$ cat src/rtl/led_animator.sv
// led_animator: prescaled frame counter plus pattern generator (RUN, BOUNCE,
// FILL, COUNT) with direction reversal, pause and single-step.
module led_animator #(
    parameter int unsigned LED_W = 16,
    parameter int unsigned CNT_W = 27,
    parameter int unsigned DIV0  = 100_000_000,
    parameter int unsigned DIV1  = 50_000_000,
    parameter int unsigned DIV2  = 25_000_000,
    parameter int unsigned DIV3  = 12_500_000
) (
    input  logic             clk,
    input  logic             rst,
    input  logic [1:0]       mode,
    input  logic [1:0]       speed,
    input  logic             dir,
    input  logic             pause,
    input  logic             step,
    output logic [LED_W-1:0] led,
    output logic [LED_W-1:0] frame_no,
    output logic             frame_tick
);

    localparam logic [1:0] M_RUN    = 2'd0;
    localparam logic [1:0] M_BOUNCE = 2'd1;
    localparam logic [1:0] M_FILL   = 2'd2;

    localparam logic [LED_W-1:0] ONE = LED_W'(1);

    logic [1:0]       mode_q;
    logic [1:0]       speed_q;
    logic [CNT_W-1:0] cnt;

    logic             change_c;
    logic [CNT_W-1:0] div_last_c;
    logic [LED_W-1:0] frame_last_c;
    logic [LED_W-1:0] frame_next_c;
    logic [LED_W-1:0] bounce_pos_c;
    logic [LED_W-1:0] raw_c;
    logic [LED_W-1:0] rev_c;
    logic [LED_W-1:0] led_next_c;

    // A new mode or speed restarts the animation from frame 0
    assign change_c = (mode != mode_q) || (speed != speed_q);

    // Terminal prescaler count for the registered speed
    always_comb begin
        div_last_c = CNT_W'(DIV0 - 1);
        case (speed_q)
            2'd0:    div_last_c = CNT_W'(DIV0 - 1);
            2'd1:    div_last_c = CNT_W'(DIV1 - 1);
            2'd2:    div_last_c = CNT_W'(DIV2 - 1);
            default: div_last_c = CNT_W'(DIV3 - 1);
        endcase
    end

    // Last frame of the current mode and the wrapped successor frame
    always_comb begin
        frame_last_c = '1;
        case (mode_q)
            M_RUN:    frame_last_c = LED_W'(LED_W - 1);
            M_BOUNCE: frame_last_c = LED_W'(2 * LED_W - 3);
            M_FILL:   frame_last_c = LED_W'(LED_W);
            default:  frame_last_c = '1;
        endcase
        frame_next_c = (frame_no == frame_last_c) ? '0 : frame_no + ONE;
    end

    // Pattern for the current frame, optionally bit-reversed
    always_comb begin
        bounce_pos_c = (frame_no < LED_W'(LED_W)) ? frame_no
                                                  : LED_W'(2 * LED_W - 2) - frame_no;
        raw_c = frame_no;
        case (mode_q)
            M_RUN:    raw_c = ONE << frame_no;
            M_BOUNCE: raw_c = ONE << bounce_pos_c;
            M_FILL:   raw_c = (ONE << frame_no) - ONE;
            default:  raw_c = frame_no;
        endcase
        rev_c = '0;
        for (int i = 0; i < LED_W; i++) begin
            rev_c[i] = raw_c[LED_W-1-i];
        end
        led_next_c = dir ? rev_c : raw_c;
    end

    // Prescaler, frame counter and LED register; rst > change > pause/step > tick
    always_ff @(posedge clk) begin
        if (rst) begin
            cnt        <= '0;
            frame_no   <= '0;
            led        <= '0;
            frame_tick <= 1'b0;
            mode_q     <= mode;
            speed_q    <= speed;
        end else begin
            led <= led_next_c;
            if (change_c) begin
                mode_q     <= mode;
                speed_q    <= speed;
                cnt        <= '0;
                frame_no   <= '0;
                frame_tick <= 1'b0;
            end else if (pause) begin
                frame_tick <= step;
                if (step) begin
                    frame_no <= frame_next_c;
                end
            end else if (cnt == div_last_c) begin
                cnt        <= '0;
                frame_no   <= frame_next_c;
                frame_tick <= 1'b1;
            end else begin
                cnt        <= cnt + CNT_W'(1);
                frame_tick <= 1'b0;
            end
        end
    end

endmodule
$ cat config.mk
export PLATFORM = sky130hd
export DESIGN_NAME = led_animator
export DESIGN_NICKNAME = d
export VERILOG_FILES = /design/src/rtl/led_animator.sv
export SDC_FILE = /design/constraint.sdc
export NUM_CORES = 1
export LEC_CHECK = 0
export ABC_AREA = 1
export BUFFER_PORTS_ARGS = -buffer_cell sky130_fd_sc_hd__buf_2
export CAP_MARGIN = 30
export CORE_MARGIN = 2
export CORE_UTILIZATION = 41
export DETAILED_ROUTE_END_ITERATION = 10
export PLACE_DENSITY = 0.57
export SYNTH_ARGS = -nofsm -noshare
export SYNTH_HDL_FRONTEND = slang
export SYNTH_SLANG_ARGS = --single-unit
$ cat constraint.sdc
create_clock -name clk -period 2.1 [get_ports clk]
set_clock_uncertainty 0.1 [all_clocks]
set_input_delay 0.42 -clock clk [delete_from_list [all_inputs] [get_ports clk]]
set_output_delay 0.42 -clock clk [all_outputs]
set_load 0.05 [all_outputs]
# Word-level counts from Yosys, hierarchy flattened
# Cells that the tools add are included.
# word_totals
wordCells	45
ff_bits	64
# classes
addsub	4
magnitude_cmp	1
shift	2
n_reduce_logical	7
mux	16
n_eq_ne	9
# op_table
operator	n
2-to-1 mux 16 bit	6
one-hot mux 16 bit (3 select lines)	2
one-hot mux 27 bit (3 select lines)	1
<< shifter 1 x 16 -> 16 bit (first input constant)	2
adder 27 x 1 -> 27 bit (second input constant)	1
equality test 27 bit	1
2-to-1 mux 27 bit	1
adder 16 x 1 -> 16 bit (second input constant)	1
equality test 16 bit	1
less-than comparator 16 x 5 -> 1 bit (second input constant)	1
subtractor 16 x 1 -> 16 bit (second input constant)	1
subtractor 5 x 16 -> 16 bit (first input constant)	1
2-to-1 mux 2 bit	4
equality test 2 x 1 -> 1 bit (second input constant)	2
equality test 2 bit (second input constant)	2
logical NOT 2 bit	2
!= test 2 bit	2
nonzero test 2 bit	2
2-to-1 mux 1 bit	2
!= test 2 x 1 -> 1 bit (second input constant)	1
AND reduction 2 bit	1
OR reduction 2 bit	1
logical OR 1 bit	1

# Logic depth before layout (Yosys ltp)
# Gate-level depths: netlist of run 1.
# depth
depth_word	6
ltp_mapped	18
depth_no_buf	17

# Worst setup path before layout of run 1
# Ideal clock, no wire load.
# synth_path
path_type	register to register
startpoint	register frame_no[5]
endpoint	register led[7]
stages_incl_launch_ff	17
synth_period_minus_slack_ns	2.530
n_path_buf	1
setup_slack_ns	-0.430
arrival_ns	2.316
cell_sequence	dfxtp_1 > buf_6 > nor2_8 > nand2_2 > nor2_4 > nand4_1 > nor2_1 > nand2_1 > ha_1 > nand3_2 > inv_1 > nand2_1 > nand2_1 > nand3_1 > nand3b_1 > a21oi_1 > nor2_1
# synth_between
elab_chain_len	5
elab_cells_between_ends	8
classes_between	2 x add/sub; 1 x order compare; 2 x shift; 3 x mux
# synth_rtl
item	line	text
start: declaration	19	output logic [LED_W-1:0] frame_no,
start signal: assignment	106	frame_no <= frame_next_c;
start signal: assignment	110	frame_no <= frame_next_c;
subtractor 5 x 16 -> 16 bit / less-than comparator 16 x 5 -> 1 bit (equally long branches)	71, 70	
2-to-1 mux 16 bit	70	bounce_pos_c = (frame_no < LED_W'(LED_W)) ? frame_no
<< shifter 1 x 16 -> 16 bit	75	M_BOUNCE: raw_c = ONE << bounce_pos_c;
one-hot mux 16 bit (3 select lines) *	73	case (mode_q)
2-to-1 mux 16 bit *	83	led_next_c = dir ? rev_c : raw_c;
end signal: assignment	96	led <= led_next_c;
end: declaration	18	output logic [LED_W-1:0] led,
# Every way passes the cells marked *; elsewhere a longest branch is shown, timed or not.
# A chain may end at the register's enable or synchronous reset.

# Final worst setup path of run 1
# layout_path
startpoint	register frame_no[9]
endpoint	register led[15]
# Same word-level chain as after synthesis.

==> results.ini, run 1 <==
[status]
status = finished with violations
violations = negative setup slack

[worst_setup_path]
reg2reg_from = frame_no[9]
arrival_ps = 2520
cp_max_fo = 9
critPathKind = reg -> reg
cp-start-kind = register
cp.required_ps = 2270
cp-startpoint = frame_no[9]
cp-end-kind = register

[global_route]
gr-usage-met2 = 0.448
grt_pass1_vias = 6093
grt_max_degree = 18
antenna_found_initial = 0
met1_usage = 0.412
top_usage_layer = met2
grt_usage = 0.297
grtUsageMet3 = 0.0711
grt_remaining_overflow = 0
grt_pass1_wl_um = 31100

[power]
comb_power_share = 0.194
p_int_uw = 2520
power.density_nw_per_um2 = 431
ir_worst_vdd_v = 0.000392
power_switching_uw = 999
switching_share = 0.284
p_seq_frac = 0.357
leakage_uw = 0.00365
pwr-share-clk = 0.449

[timing]
setup_slack_ps = -250
finalCritPeriodShare = 1.12
finalHoldViolations = 0
slew_viol_final = 0
fmax_mhz = 426
worstMarginPinSlew_ps = 613
setup_viol_count_final = 33
setup_tns_ps = -5520
rsz0062_at_grt = yes
fin_crit_ps = 2350
slew_headroom = 0.588

[cts]
cts.sinks = 64
clk_pin_slew_worst_paths_ps = 50
cts_tree = yes
insertion_delay_ps = 350
cts-hold-fix-buffers = 0
root_buffer = clkbuf_16
htreeDepth = 3
cts_buffers = 9
clock_path_buffers = 2

[route]
vias_per_cell = 5.35
drt_iter0_drc = 619
first_pass_iters = 5
num_vias = 6730
drc = 0
ant_nets = 0
wire_per_inst_um = 16.0
drt_wl_total_um = 20200

[yosys]
yosysSeqAreaShare = 0.253
syn-num-nets = 867
synth.area.top_cells = dfxtp_1 (23%), nand2_1 (15%), nor2_1 (8.7%)
synthArstFlopShare = 0
syn_avg_cell_area_sq_um = 6.14
netlist_area_sq_um = 5220
synth_edf_count = 4
synthTopCellsByCount = nand2_1 (205), nor2_1 (121), nand3_1 (86)
synth_top_area_cell = dfxtp_1
ys.flop_type = dfxtp_1
synth-seq-cells = 64
netlist_instances = 851
synth_cell_types = 48
yosys.area.top_type_share = 0.230
yosysWarnings = 0
yosysMostFrequentCell = nand2_1

[die]
start_util = 0.417
die_x_um = 117
row_count = 41
pin_count = 42
core-area_sq_um = 12500
dieHeight_um = 117
dieArea_sq_um = 13700

[worst_hold_path]
hp-class = in -> reg
hold_path_startpoint = speed[1]

[placement]
dpl.hpwl_um = 15500
dp_slack_ps = -271
place.port_buffers = 41
placed_cell_area_sq_um = 6910
gp_congestion = 0.971

[final_layout]
stdcell_area_sq_um = 8150
layout-drive-gt1-share = 0.431
area_delta_synth_final_pct = 56.1
finalNetCount = 1096
antennaDiodeCount = 0

[job]
maxCapViolations = 0

## stage by stage
step | util | total power, uW | std cells | hold slack (ps)
finish | 0.651 | 3510 | 1257 | 205
global route | 0.651 | 3650 | 1257 | 193
CTS | 0.606 | 3470 | 1244 | 186
detailed placement | 0.552 | 1840 | 1208 | 375
global placement | 0.552 | 1830 | 1208 | 370
floorplan | - | 1630 | 851 | 352
## layout make-up
type | instances | area, sq um
clock buffers | 13 | 304
clock inverters | 3 | 17.5
fillers | 1203 | 4370
inverters | 90 | 363
multi-input cells | 662 | 3950
flip-flops and latches | 64 | 1370
well taps | 172 | 215
repair buffers | 253 | 1940
## worst max-delay path, stage by stage, from the launching register on
cell and delay [ps]:
dfxtp_4 340, buf_4 180, inv_1 100, nand2_2 80
nor2_2 130, nand3_1 80, nand2_1 60, nand2_1 60
nor2_2 150, nand3_4 120, nor3_4 260, buf_4 180
nand4_1 90, nand3_2 110, nand3_2 70, a21oi_2 170
## cells in the final DEF, fill, tap and decap left out, types with 5 or more instances in the layout
cell and instances:
dfxtp_4 9, buf_6 18, nor2_2 27, nor4_1 9
nand2_2 35, nand4_1 42, a21oi_1 25, nor2_4 13
nor3_1 15, nand2_1 168, xor2_1 24, nor3_2 8
o21ai_1 9, o21ai_0 16, nand2_4 11, inv_2 15
o21ai_2 5, xnor2_1 8, nor2_1 96, inv_1 68
buf_4 187, nand3_2 17, buf_2 41, dfxtp_2 8
a21oi_2 20, clkbuf_16 12, dfxtp_1 43, nand3_1 69
## registers in the layout, summed over array words and instances (netlist names)
name,cells
cnt,27
frame_no,16
frame_tick,1
led,16
mode_q,2
speed_q,2
## power by group through the flow
stage,Clock [uW],Sequential [uW],Combinational (uW)
floorplan,0,1360,274
global placement,0,1280,550
detailed placement,0,1290,553
CTS,1620,1260,596
global route,1660,1260,736
finish,1580,1250,681
## per-layer routing
| layer | up-vias | wire length, um |
|---|---|---|
| met1 | 3126 | 9300 |
| li1 | 3290 | - |
| met4 | 0 | 610 |
| met2 | 260 | 8930 |
| met5 | - | 0 |
| met3 | 54 | 1330 |
## final timing paths
check	slack, ps	depth (start not counted)	end
worst min register to register	390	2	cnt[21]
worst max register to register	-250	15	led[15]
worst max-delay path	-250	15	led[15]
worst min-delay path	200	1	speed_q[1]
## repair_timing
action / CTS / global route
pin swaps: 36 / 73
setup buffers: 20 / 15
resized for setup: 59 / 129
endpoints found under the setup margin: 56 / 62
## logic make-up after synthesis
family,synth area share
and+or+nand+nor,0.471
buffers and inverters,0.0992
AOI/OAI and AO/OA,0.105
DFF,0.253
xor gates and xnor gates,0.0553
adders and majority gates,0.0168
(Power assumes the default switching activity.)
==> run 2, diff against run 1 <==
--- a/config.mk
+++ b/config.mk
@@ -11,7 +11,7 @@
 export CORE_MARGIN = 2
 export CORE_UTILIZATION = 41
 export DETAILED_ROUTE_END_ITERATION = 10
-export PLACE_DENSITY = 0.57
+export PLACE_DENSITY = 0.55
 export SYNTH_ARGS = -nofsm -noshare
 export SYNTH_HDL_FRONTEND = slang
 export SYNTH_SLANG_ARGS = --single-unit
==> constraint.sdc (replaced) <==
create_clock -name clk -period 2.59 [get_ports clk]
set_clock_uncertainty 0.1 [all_clocks]
set_input_delay 0.518 -clock clk [delete_from_list [all_inputs] [get_ports clk]]
set_output_delay 0.518 -clock clk [all_outputs]
set_load 0.05 [all_outputs]
==> run 2 against run 1 <==
Against the previous run: clock power down 22%; clock-buffer cell count is 4 lower; fmax is 5.8% lower; worst setup slack improved by 350 ps; largest cell class unchanged; total power down 24%; the flow now finishes without violations; via count shrank 8.1%; final area decreased by 21%; non-clock buffer count decreased by 139.
==> results.ini, run 2 (synthesis results as in run 1) <==
[worst_setup_path]
cpMostUsedCell = buf_4
slowest_stage = edfxtp_1
arrival_ps = 2630  ; +110 ps
cp_max_fo = 7  ; -2
slowest_delay_ps = 520  ; +180 ps
cp_cell_sequence = buf_6, nor2_4, buf_4, xor2_1, nand4_1, nor2_2, nand2_2, o21ai_4, inv_2, buf_4, nand2_1, a21oi_2
cp.required_ps = 2720  ; +450 ps
cp-start-kind = register
cp-end-kind = register
critPathKind = reg -> reg

[die]
core-area_sq_um = 12500  ; unchanged
dieArea_sq_um = 13700  ; unchanged
start_util = 0.417  ; unchanged
dieHeight_um = 117  ; unchanged
row_count = 41  ; unchanged
die_x_um = 117  ; unchanged
pin_count = 42  ; unchanged

[timing]
setup_viol_count_final = 0  ; -100%
rsz0062_at_grt = yes
fin_crit_ps = 2490  ; +144 ps
slew_viol_final = 0  ; unchanged
worstMarginPinSlew_ps = 571  ; -41.9 ps
finalHoldViolations = 0  ; unchanged
fmax_mhz = 401  ; -5.8%
finalCritPeriodShare = 0.963  ; -0.156
slew_headroom = 0.616  ; +0.0282

[cts]
cts-hold-fix-buffers = 0  ; unchanged
root_buffer = clkbuf_16
clk_pin_slew_worst_paths_ps = 60  ; about the same
htreeDepth = 3  ; unchanged
clock_path_buffers = 2  ; unchanged
insertion_delay_ps = 350  ; about the same
cts.sinks = 64  ; unchanged
cts_buffers = 9  ; unchanged
cts_tree = yes

[power]
power.total_uw = 2680  ; -24%
ir_worst_vdd_v = 0.000345  ; -12%
power.density_nw_per_um2 = 415  ; -3.8%
leakage_uw = 0.00284  ; -22%

[route]
ant_nets = 0  ; unchanged
vias_per_cell = 5.53  ; +3.4%
drc = 0  ; unchanged
first_pass_iters = 6  ; +1
num_vias = 6182  ; -8.1%
drt_iter0_drc = 644  ; +4.0%
wire_per_inst_um = 16.8  ; +4.7%
drt_wl_total_um = 18800  ; -7.0%

[final_layout]
final_core_util = 0.517  ; -0.134
layout-drive-gt1-share = 0.232  ; -0.200
mostFrequentLayoutCells = nand2_1 (195), nor2_1 (113), nand3_1 (84)
top_regs = cnt x27, frame_no x16, led x16
finalNetCount = 957  ; -13%
regMostFlops = cnt
area_delta_synth_final_pct = 23.9
largest_reg_flops = 27  ; unchanged
antennaDiodeCount = 0  ; unchanged
final_common_cell = nand2_1

[status]
status = finished, final reports clean

[global_route]
grt_max_degree = 18  ; unchanged
grt_pass1_vias = 5477  ; -10%
grt_remaining_overflow = 0  ; unchanged
grt_pass1_wl_um = 29300  ; -5.8%
grt_usage = 0.280  ; -0.0172
antenna_found_initial = 0  ; unchanged

[placement]
dpl.hpwl_um = 14400  ; -7.1%
place.port_buffers = 41  ; unchanged
gp_congestion = 0.986  ; +1.5%

[job]
maxCapViolations = 0  ; unchanged

[worst_hold_path]
hp-class = in -> reg

## run 2: cell types whose count changed in the layout (fill, tap and decap cells not counted), sizes merged
| cell | delta |
|---|---|
| buf | -139 |
| bufinv | +1 |
| clkbuf | -4 |
| clkinv | +2 |
## run 2: routing by layer
layer	global-route usage	vias up	part of all wire
met5	0	-	0
met4	0.0714	0	0.014
met3	0.0633	32	0.085
met2	0.414	280	0.44
met1	0.411	2875	0.47
li1	-	2995	-
## run 2: through the flow
stage / area, sq um / setup TNS [ps] / hold slack, ps / setup slack [ps] / cells
floorplan: 5220 / 0 / 352 / 60.2 / 851
global placement: 5860 / -96.9 / 372 / -92.5 / 1082
detailed placement: 5860 / -46.0 / 383 / -46.0 / 1082
CTS: 6180 / 0 / 276 / 16.9 / 1102
global route: 6470 / -420 / 282 / -49.9 / 1117
finish: 6470 / 0 / 279 / 95.9 / 1117
## run 2: final timing paths
kind | from | endpoint | slack, ps | depth (start not counted)
hold reg to reg | cnt[21] | cnt[21] | 400 | 2
setup reg to reg | speed_q[1] | frame_no[14] | 100 | 12
hold / removal | mode[0] | mode_q[0] | 280 | 1
setup / recovery | speed_q[1] | frame_no[14] | 100 | 12
## run 2: timing repair
| action | 4_1_cts | 5_1_grt |
|---|---|---|
| gates cloned | 0 | 0 |
| hold endpoints to repair | 0 | 0 |
| pin swaps | 0 | 19 |
| gates resized for setup | 0 | 57 |
| endpoints found under the setup margin | 2 | 33 |
| buffers inserted | 5 | 15 |
## run 2: critical path: cells and delay by family, from the launching register on
kind                   cells  cell delay [ps]
flip-flops                 1              520
buffers and inverters      4              650
XOR/XNOR                   1              150
AND/OR/NAND/NOR            5              610
AO/OA/AOI/OAI              2              320
## run 2: power by group
part / switching (uW) / internal, uW / total (uW) / leakage (uW)
Combinational: 290 / 137 / 427 / 0.00217
Sequential: 13.3 / 1020 / 1030 / 0.000530
Clock: 492 / 736 / 1230 / 0.000145
Total: 796 / 1890 / 2680 / 0.00284
## run 2: cell type report
class                      instances  area [sq um]
fill                            1331          6050
multi-input combinational        662          3510
sequential                        64          1330
timing repair buffer             114           779
inverter                          90           347
clock buffer                       9           225
tap                              172           215
clock inverter                     6          60.1
